<file path="src/rtl/forwarding_pkg.sv">
`default_nettype none
// ============================================================================
// Module   : forwarding_pkg
// Purpose  : Shared constants, compare-record type and helpers for the
//            operand-forwarding monitor.
// Revision : 1.0 - initial release
// ============================================================================
package forwarding_pkg;

  // Datapath width the compare record is sized for; the monitor's XLEN must
  // not exceed this.
  localparam int unsigned FWD_XLEN   = 32;
  localparam int unsigned REG_ADDR_W = 5;
  localparam logic [REG_ADDR_W-1:0] REG_ZERO = '0;

  // One per-port entry of the compare stage.
  typedef struct packed {
    logic                fail;
    logic [FWD_XLEN-1:0] exp;
    logic [FWD_XLEN-1:0] act;
  } cmp_rec_t;

  // Number of set bits in a vector of up to 32 ports.
  function automatic logic [5:0] popcount32(input logic [31:0] v);
    logic [5:0] n;
    n = '0;
    for (int i = 0; i < 32; i++) begin
      n = n + {5'd0, v[i]};
    end
    return n;
  endfunction

endpackage : forwarding_pkg
`default_nettype wire

</file>
<file path="src/rtl/forwarding_monitor_if.sv">
`default_nettype none
// ============================================================================
// Module   : forwarding_monitor_if
// Purpose  : Taps on the EX stage, the post-EX bypass stages and retirement
//            observed by the forwarding monitor.
// Revision : 1.0 - initial release
// ============================================================================
interface forwarding_monitor_if
  import forwarding_pkg::*;
#(
  parameter int XLEN    = FWD_XLEN,
  parameter int NPORTS  = 2,
  parameter int NSTAGES = 2
);

  logic                             ex_valid_i;
  logic                             stall_i;
  logic                             flush_i;
  logic [NPORTS-1:0]                ex_rs_used_i;
  logic [NPORTS-1:0][REG_ADDR_W-1:0] ex_rs_addr_i;
  logic [NPORTS-1:0][XLEN-1:0]      ex_rs_data_i;
  logic [NSTAGES-1:0]               stage_we_i;
  logic [NSTAGES-1:0][REG_ADDR_W-1:0] stage_rd_i;
  logic [NSTAGES-1:0][XLEN-1:0]     stage_data_i;
  logic                             retire_we_i;
  logic [REG_ADDR_W-1:0]            retire_rd_i;
  logic [XLEN-1:0]                  retire_data_i;

  // Pipeline side drives the taps.
  modport master (
    output ex_valid_i, stall_i, flush_i, ex_rs_used_i, ex_rs_addr_i,
           ex_rs_data_i, stage_we_i, stage_rd_i, stage_data_i,
           retire_we_i, retire_rd_i, retire_data_i
  );

  // Monitor side only observes.
  modport slave (
    input  ex_valid_i, stall_i, flush_i, ex_rs_used_i, ex_rs_addr_i,
           ex_rs_data_i, stage_we_i, stage_rd_i, stage_data_i,
           retire_we_i, retire_rd_i, retire_data_i
  );

endinterface : forwarding_monitor_if
`default_nettype wire

</file>
<file path="src/rtl/fwd_expected_sel.sv">
`default_nettype none
// ============================================================================
// Module   : fwd_expected_sel
// Purpose  : Architecturally expected value of one EX source operand:
//            x0, then youngest matching bypass stage, then the retire
//            write, then the shadow register file.
// Revision : 1.0 - initial release
// ============================================================================
module fwd_expected_sel
  import forwarding_pkg::*;
#(
  parameter int XLEN    = FWD_XLEN,
  parameter int NSTAGES = 2
) (
  input  wire logic [REG_ADDR_W-1:0]              i_rs_addr,
  input  wire logic [NSTAGES-1:0]                 i_stage_we,
  input  wire logic [NSTAGES-1:0][REG_ADDR_W-1:0] i_stage_rd,
  input  wire logic [NSTAGES-1:0][XLEN-1:0]       i_stage_data,
  input  wire logic                               i_retire_we,
  input  wire logic [REG_ADDR_W-1:0]              i_retire_rd,
  input  wire logic [XLEN-1:0]                    i_retire_data,
  input  wire logic [31:1][XLEN-1:0]              i_shadow,
  output logic      [XLEN-1:0]                    o_exp
);

  // Oldest source first so that younger producers overwrite the choice;
  // the loop runs oldest-to-youngest so stage 0 ends up with top priority.
  always_comb begin
    o_exp = '0;
    if (i_rs_addr != REG_ZERO) begin
      o_exp = i_shadow[i_rs_addr];
      if (i_retire_we && (i_retire_rd == i_rs_addr)) begin
        o_exp = i_retire_data;
      end
      for (int s = NSTAGES - 1; s >= 0; s--) begin
        if (i_stage_we[s] && (i_stage_rd[s] == i_rs_addr)) begin
          o_exp = i_stage_data[s];
        end
      end
    end
  end

endmodule : fwd_expected_sel
`default_nettype wire

</file>
<file path="src/rtl/forwarding_monitor.sv">
`default_nettype none
// ============================================================================
// Module   : forwarding_monitor
// Purpose  : Run-time checker of EX-stage operand forwarding. Keeps a shadow
//            register file from retirement, derives the expected value of
//            every qualified source operand and flags any disagreement with
//            what the datapath delivered.
// Revision : 1.0 - initial release
// ============================================================================
module forwarding_monitor
  import forwarding_pkg::*;
#(
  parameter  int XLEN    = FWD_XLEN,
  parameter  int NPORTS  = 2,
  parameter  int NSTAGES = 2,
  parameter  int CNT_W   = 16,
  localparam int PORT_W  = (NPORTS > 1) ? $clog2(NPORTS) : 1
) (
  input  wire logic               clk,
  input  wire logic               reset,      // active-low, asynchronous
  forwarding_monitor_if.slave     bus,
  input  wire logic               err_clr_i,
  output logic                    mismatch_o,
  output logic [PORT_W-1:0]       mismatch_port_o,
  output logic [XLEN-1:0]         mismatch_exp_o,
  output logic [XLEN-1:0]         mismatch_act_o,
  output logic                    error_o,
  output logic [CNT_W-1:0]        check_cnt_o,
  output logic [CNT_W-1:0]        err_cnt_o
);

  // Saturating add of a small event count onto a counter.
  function automatic logic [CNT_W-1:0] f_sat_add(input logic [CNT_W-1:0] a,
                                                 input logic [5:0]       b);
    logic [CNT_W+5:0] sum;
    sum = {6'd0, a} + {{CNT_W{1'b0}}, b};
    if (sum > {6'd0, {CNT_W{1'b1}}}) begin
      return {CNT_W{1'b1}};
    end
    return sum[CNT_W-1:0];
  endfunction

  logic [31:1][XLEN-1:0]      r_shadow;
  logic [NPORTS-1:0][XLEN-1:0] w_exp;
  logic [NPORTS-1:0]          w_qual;
  logic [NPORTS-1:0]          w_fail;
  logic [5:0]                 w_qual_cnt;
  logic [5:0]                 w_fail_cnt;

  cmp_rec_t                   r_cmp [NPORTS];
  logic [NPORTS-1:0]          r_cmp_qual;
  logic [NPORTS-1:0]          w_fail_q;
  logic                       w_any_fail;
  logic [PORT_W-1:0]          w_low_idx;
  logic [XLEN-1:0]            r_exp_hold;
  logic [XLEN-1:0]            r_act_hold;
  logic                       r_error;
  logic [CNT_W-1:0]           r_check_cnt;
  logic [CNT_W-1:0]           r_err_cnt;

  // Shadow register file: x0 is never stored, writes come from retirement.
  always_ff @(posedge clk or negedge reset) begin
    if (!reset) begin
      r_shadow <= '0;
    end else if (bus.retire_we_i && (bus.retire_rd_i != REG_ZERO)) begin
      r_shadow[bus.retire_rd_i] <= bus.retire_data_i;
    end
  end

  // One expected-value selector and comparator per EX read port.
  for (genvar p = 0; p < NPORTS; p++) begin : g_port
    fwd_expected_sel #(
      .XLEN    (XLEN),
      .NSTAGES (NSTAGES)
    ) u_sel (
      .i_rs_addr     (bus.ex_rs_addr_i[p]),
      .i_stage_we    (bus.stage_we_i),
      .i_stage_rd    (bus.stage_rd_i),
      .i_stage_data  (bus.stage_data_i),
      .i_retire_we   (bus.retire_we_i),
      .i_retire_rd   (bus.retire_rd_i),
      .i_retire_data (bus.retire_data_i),
      .i_shadow      (r_shadow),
      .o_exp         (w_exp[p])
    );

    // Only the final EX cycle of a live instruction is checked.
    assign w_qual[p] = bus.ex_valid_i && !bus.stall_i && !bus.flush_i &&
                       bus.ex_rs_used_i[p];
    assign w_fail[p] = w_qual[p] && (w_exp[p] != bus.ex_rs_data_i[p]);
  end

  assign w_qual_cnt = popcount32(32'(w_qual));
  assign w_fail_cnt = popcount32(32'(w_fail));

  // Compare stage: capture per-port verdict, expected and delivered values.
  always_ff @(posedge clk or negedge reset) begin
    if (!reset) begin
      for (int p = 0; p < NPORTS; p++) begin
        r_cmp[p] <= '0;
      end
      r_cmp_qual <= '0;
    end else begin
      for (int p = 0; p < NPORTS; p++) begin
        r_cmp[p].fail <= w_fail[p];
        r_cmp[p].exp  <= FWD_XLEN'(w_exp[p]);
        r_cmp[p].act  <= FWD_XLEN'(bus.ex_rs_data_i[p]);
      end
      r_cmp_qual <= w_qual;
    end
  end

  // Lowest-index failing port of the registered compare results.
  always_comb begin
    w_low_idx = '0;
    for (int p = 0; p < NPORTS; p++) begin
      w_fail_q[p] = r_cmp[p].fail && r_cmp_qual[p];
    end
    for (int p = NPORTS - 1; p >= 0; p--) begin
      if (w_fail_q[p]) begin
        w_low_idx = PORT_W'(p);
      end
    end
    w_any_fail = |w_fail_q;
  end

  // Remember the last reported failure so it stays visible between events.
  always_ff @(posedge clk or negedge reset) begin
    if (!reset) begin
      r_exp_hold <= '0;
      r_act_hold <= '0;
    end else if (w_any_fail) begin
      r_exp_hold <= r_cmp[w_low_idx].exp[XLEN-1:0];
      r_act_hold <= r_cmp[w_low_idx].act[XLEN-1:0];
    end
  end

  // Sticky error and saturating counters; a fresh failure beats a clear.
  always_ff @(posedge clk or negedge reset) begin
    if (!reset) begin
      r_error     <= 1'b0;
      r_check_cnt <= '0;
      r_err_cnt   <= '0;
    end else begin
      r_check_cnt <= f_sat_add(r_check_cnt, w_qual_cnt);
      r_err_cnt   <= f_sat_add(err_clr_i ? '0 : r_err_cnt, w_fail_cnt);
      r_error     <= (err_clr_i ? 1'b0 : r_error) | (|w_fail);
    end
  end

  assign mismatch_o      = w_any_fail;
  assign mismatch_port_o = w_low_idx;
  assign mismatch_exp_o  = w_any_fail ? r_cmp[w_low_idx].exp[XLEN-1:0] : r_exp_hold;
  assign mismatch_act_o  = w_any_fail ? r_cmp[w_low_idx].act[XLEN-1:0] : r_act_hold;
  assign error_o         = r_error;
  assign check_cnt_o     = r_check_cnt;
  assign err_cnt_o       = r_err_cnt;

endmodule : forwarding_monitor
`default_nettype wire

</file>
<file path="src/flat_wrapper.sv">
// flat-port wrapper written by rule: the top's interface ports become plain ports
module forwarding_monitor_flat import forwarding_pkg::*;
#(
  parameter  int XLEN    = FWD_XLEN,
  parameter  int NPORTS  = 2,
  parameter  int NSTAGES = 2,
  parameter  int CNT_W   = 16,
  localparam int PORT_W  = (NPORTS > 1) ? $clog2(NPORTS) : 1
)
  (clk, reset, err_clr_i, mismatch_o, mismatch_port_o, mismatch_exp_o, mismatch_act_o, error_o, check_cnt_o, err_cnt_o, bus_ex_valid_i, bus_stall_i, bus_flush_i, bus_ex_rs_used_i, bus_ex_rs_addr_i, bus_ex_rs_data_i, bus_stage_we_i, bus_stage_rd_i, bus_stage_data_i, bus_retire_we_i, bus_retire_rd_i, bus_retire_data_i);
  forwarding_monitor_if #(.XLEN(XLEN), .NPORTS(NPORTS), .NSTAGES(NSTAGES)) bus_i ();
  input  wire logic clk;
  input  wire logic reset;
  input  wire logic err_clr_i;
  output logic mismatch_o;
  output logic [PORT_W-1:0] mismatch_port_o;
  output logic [XLEN-1:0] mismatch_exp_o;
  output logic [XLEN-1:0] mismatch_act_o;
  output logic error_o;
  output logic [CNT_W-1:0] check_cnt_o;
  output logic [CNT_W-1:0] err_cnt_o;
  input wire logic [$bits(bus_i.ex_valid_i)-1:0] bus_ex_valid_i;
  input wire logic [$bits(bus_i.stall_i)-1:0] bus_stall_i;
  input wire logic [$bits(bus_i.flush_i)-1:0] bus_flush_i;
  input wire logic [$bits(bus_i.ex_rs_used_i)-1:0] bus_ex_rs_used_i;
  input wire logic [$bits(bus_i.ex_rs_addr_i)-1:0] bus_ex_rs_addr_i;
  input wire logic [$bits(bus_i.ex_rs_data_i)-1:0] bus_ex_rs_data_i;
  input wire logic [$bits(bus_i.stage_we_i)-1:0] bus_stage_we_i;
  input wire logic [$bits(bus_i.stage_rd_i)-1:0] bus_stage_rd_i;
  input wire logic [$bits(bus_i.stage_data_i)-1:0] bus_stage_data_i;
  input wire logic [$bits(bus_i.retire_we_i)-1:0] bus_retire_we_i;
  input wire logic [$bits(bus_i.retire_rd_i)-1:0] bus_retire_rd_i;
  input wire logic [$bits(bus_i.retire_data_i)-1:0] bus_retire_data_i;
  assign bus_i.ex_valid_i = bus_ex_valid_i;
  assign bus_i.stall_i = bus_stall_i;
  assign bus_i.flush_i = bus_flush_i;
  assign bus_i.ex_rs_used_i = bus_ex_rs_used_i;
  assign bus_i.ex_rs_addr_i = bus_ex_rs_addr_i;
  assign bus_i.ex_rs_data_i = bus_ex_rs_data_i;
  assign bus_i.stage_we_i = bus_stage_we_i;
  assign bus_i.stage_rd_i = bus_stage_rd_i;
  assign bus_i.stage_data_i = bus_stage_data_i;
  assign bus_i.retire_we_i = bus_retire_we_i;
  assign bus_i.retire_rd_i = bus_retire_rd_i;
  assign bus_i.retire_data_i = bus_retire_data_i;
  forwarding_monitor #(.XLEN(XLEN), .NPORTS(NPORTS), .NSTAGES(NSTAGES), .CNT_W(CNT_W)) u_core (.clk(clk), .reset(reset), .bus(bus_i), .err_clr_i(err_clr_i), .mismatch_o(mismatch_o), .mismatch_port_o(mismatch_port_o), .mismatch_exp_o(mismatch_exp_o), .mismatch_act_o(mismatch_act_o), .error_o(error_o), .check_cnt_o(check_cnt_o), .err_cnt_o(err_cnt_o));
endmodule
</file>
<file path="config.mk">
export PLATFORM = sky130hd
export DESIGN_NAME = forwarding_monitor_flat
export DESIGN_NICKNAME = d
export VERILOG_FILES = /design/src/rtl/forwarding_pkg.sv /design/src/rtl/forwarding_monitor_if.sv /design/src/rtl/fwd_expected_sel.sv /design/src/rtl/forwarding_monitor.sv /design/src/flat_wrapper.sv
export SDC_FILE = /design/constraint.sdc
export NUM_CORES = 2
export LEC_CHECK = 0
export ABC_AREA = 1
export CAP_MARGIN = 10
export CORE_UTILIZATION = 45
export DETAILED_ROUTE_END_ITERATION = 8
export GPL_ROUTABILITY_DRIVEN = 0
export SLEW_MARGIN = 20
export SYNTH_ARGS = -nofsm -noshare
export SYNTH_HDL_FRONTEND = slang
export SYNTH_SLANG_ARGS = --single-unit
</file>
<file path="constraint.sdc">
create_clock -name clk -period 4.6 [get_ports clk]
set_input_delay 1.15 -clock clk [delete_from_list [all_inputs] [get_ports clk]]
set_output_delay 1.15 -clock clk [all_outputs]
set_load 0.01 [all_outputs]
</file>
==> flow_metrics.py <==
metrics = {
    "sta": {
        "setup_viol": 16,
        "rsz0062_at_grt": "yes",
        "maxSlewHeadroom_pct": 24.0,
        "clock_skew_ns": 0.0364,
        "fin_hold_ws_ns": 0.281,
        "post-route-min-period_ns": 4.97,
        "fin_ws_ns": -0.366,
        "fmax_mhz": 201,
        "drv_slew": 0,
        "timing.final.hold_violations": 0,
        "fin_crit_sh_pct": 108,
        "worstMarginPinSlew_ns": 1.14,
    },
    "synth": {
        "synthMuxAreaShare_pct": 0,
        "synth_area_um2": 67900,
        "synth_nets": 10000,
        "ys_seq_area_share_pct": 45.0,
        "synthSimpleGateAreaFrac_pct": 30.7,
        "synth_fa_ha_area_share_pct": 0.188,
        "ys_types": 41,
        "ys_warn_count": 0,
        "synth_compound_area_share_pct": 14.3,
        "avgSynthCellArea_um2": 6.93,
        "synth_xor_area_share_pct": 0.219,
        "synth_top_family_by_area": "simple AND/OR/NAND/NOR gates",
        "synth-seq-cells": 1221,
        "synthCells": 9801,
    },
    "global_route": {
        "grt_use_met1_pct": 52.6,
        "use_met2_pct": 57.1,
        "grt_use_total_pct": 39.5,
        "antenna_found_initial": 17,
        "grt_pass1_wl_um": 448000,
        "grt_pass1_vias": 67000,
        "top_usage_layer": "met2",
        "grt_max_degree": 117,
        "use_met3_pct": 12.1,
        "grt.overflow.total": 0,
    },
    "placed_design": {
        "hpwl_um": 197000,
        "numPortBuffers": 294,
        "dp_cells": 12100,
        "placed_area_um2": 78300,
    },
    "clocking": {
        "cts_buffers": 144,
        "htreeDepth": 4,
        "cts_sinks": 1221,
        "cts_max_path_buffers": 3,
        "cts_tree": "yes",
        "cts_hold_buf": 0,
        "path_clk_slew_ns": 0.06,
        "clk_latency_ns": 0.81,
        "root_buffer": "clkbuf_16",
    },
    "outcome": {
        "status": "finished with violations",
        "failed_checks": "negative setup slack",
    },
    "routing": {
        "ant_nets": 0,
        "firstDrtPassIters": 9,
        "vias": 73200,
        "drc": 0,
        "drtIter0Drc": 11100,
        "wire_per_inst_um": 25.1,
        "wl_um": 313000,
        "vias_per_cell": 5.85,
    },
    "floorplan": {
        "fp.coreArea_um2": 150000,
        "io_pins": 295,
        "die_height_um": 391,
        "dieArea_um2": 152000,
        "initial_utilization_pct": 45.3,
        "row_count": 142,
        "die_x_um": 391,
    },
    "critical_path": {
        "path_class": "input port to register",
        "crit_start": "bus_ex_rs_addr_i[1]",
        "crit_fanout": 12,
        "rr_startpoint": "u_core.r_shadow[966]$_DFFE_PN0P_",
        "critPathTopFamily": "simple AND/OR/NAND/NOR gates",
        "worst_path_max_delay_cell": "fa_2",
        "arrival_ns": 5.69,
        "crit_buf_inv": 9,
        "cp-end-kind": "register",
        "critPathMaxStageDelay_ns": 0.36,
        "critPathLaunchType": "input port",
        "cp.required_ns": 5.32,
    },
    "layout": {
        "drive_gt1_share_pct": 14.7,
        "area_growth_pct": 28.3,
        "stdcell_count": 12500,
        "fin_util_pct": 58.2,
        "design_area_um2": 87100,
        "fillers": 13700,
        "finalNetCount": 10600,
    },
    "flow_run": {
        "cap_violations": 0,
    },
    "pwr": {
        "leakagePower_nw": 42.7,
        "powerDensity_nw_per_um2": 388,
        "vdd_drop_max_uv": 449,
    },
    "min_path": {
        "min_path_type": "input port to async pin",
    },
}
-- power breakdown --
group / total, W / leakage, nW / internal (W) / switching, W
Combinational: 0.00792 / 24.8 / 0.00313 / 0.00480
Sequential: 0.0139 / 15.5 / 0.0127 / 0.00127
Clock: 0.0120 / 2.38 / 0.00708 / 0.00491
-- cells in the final DEF (no fill, tap or decap), types with 45 or more instances in the layout --
cell,count
o21ai_0,1144
dfrtp_1,1221
nand3_1,1043
nor2_1,279
nand3_2,64
or2_2,65
buf_6,61
clkdlybuf4s50_1,267
clkbuf_16,178
buf_16,45
buf_12,182
nand2_1,3374
inv_1,866
nand2_2,151
buf_4,534
o211ai_1,217
a21oi_1,369
-- final cells by class --
cell class                      count  area (um^2)  share of cell area (%)
Multi-Input combinational cell   6949        32400                    37.2
Timing Repair inverter              2         27.5                  0.0316
Antenna cell                        5         12.5                  0.0144
Clock inverter                     54          664                   0.762
Inverter                          899         3460                    3.97
Tap cell                         2016         2520                    2.89
Clock buffer                      207         4200                    4.82
Sequential cell                  1221        30600                    35.1
Timing Repair Buffer             1147        13300                    15.3
-- state kept, by name (all words and copies together), names as in the netlist --
register and flops:
u_core.r_exp_hold 32, u_core.err_cnt_o 16, u_core.r_shadow 992, u_core.r_act_hold 32
u_core.r_cmp_qual 2, u_core.r_cmp 130, u_core.error_o 1, u_core.check_cnt_o 16
-- repair_timing --
action                     CTS  global route
pin swaps                   54           130
gates resized for setup    236           324
cloned                      23            34
setup endpoints to repair   16            16
setup buffers               38            34
-- worst reg2reg max path: cells and delay by family, from the launching register on --
family	cells	cell delay, ns
simple gates	25	2.80
flops	1	0.41
fa+ha+maj	3	0.68
compound gates	2	0.27
buf+inv	2	0.20
-- final timing paths --
| path | endpoint | slack (ns) | cells after the start |
|---|---|---|---|
| worst min-delay path | u_core.r_shadow[936]$_DFFE_PN0P_ | 0.28 | 1 |
| worst max-delay path | u_core.err_cnt_o[6]$_DFF_PN0_ | -0.37 | 34 |
| worst min register to register | u_core.r_act_hold[6]$_DFF_PN0_ | 0.48 | 2 |
| min in group clk | u_core.r_act_hold[6]$_DFF_PN0_ | 0.48 | 2 |
| worst max register to register | u_core.err_cnt_o[6]$_DFF_PN0_ | 0.17 | 32 |
| max in group asynchronous | u_core.r_shadow[752]$_DFFE_PN0P_ | 3.03 | 2 |
-- metal layers --
metal | wire, um | share of wire (%) | vias up
met1 | 121000 | 38 | 34600
met4 | 20100 | 6.4 | 10
met3 | 42200 | 13 | 1088
met5 | 69 | 0.022 | -
li1 | - | - | 32500
met2 | 130000 | 42 | 4966
-- cell families after synthesis --
group,count (synthesis)
flip-flops,1221
AO/OA/AOI/OAI,1821
buffers and inverters,1631
AND/OR/NAND/NOR,5102
XOR/XNOR,17
adder cells (fa/ha/maj),9
-- cells in the mapped netlist (all sizes together) --
master  number  area, um^2
nand2     3550       13300
fa           2        40.0
nor4         5        52.6
nor3        19        95.1
a21oi      396        1980
inv        896        3360
dfrtp     1221       30600
a31oi        6        37.5
o22ai       16         100
clkinv       3        11.3
buf        335        1650
xor2        11        96.3
xnor2        6        52.6
o21bai       3        22.5
a211oi       1        7.51
o21ai     1177        5890
o31ai        1        7.51
or2         74         463
nand3     1120        5620
a21boi       3        22.5
o211ai     217        1630
clkbuf     397        1490
ha           7        87.6
and3         3        18.8
a21o         1        7.51
nand3b       7        52.6
nor3b        1        7.51
nor2       316        1190
nand4        7        43.8
-- metrics by stage --
| step | TNS (ns) | power [W] | setup slack (ns) |
|---|---|---|---|
| floorplan | -2.45 | 0.0180 | -0.202 |
| global placement | -23.15 | 0.0210 | -1.49 |
| detailed placement | -23.57 | 0.0212 | -1.52 |
| CTS | -2.92 | 0.0334 | -0.208 |
| global route | -7.91 | 0.0353 | -0.544 |
| finish | -5.48 | 0.0338 | -0.366 |
Note: power is estimated with default switching activity, not from simulation.
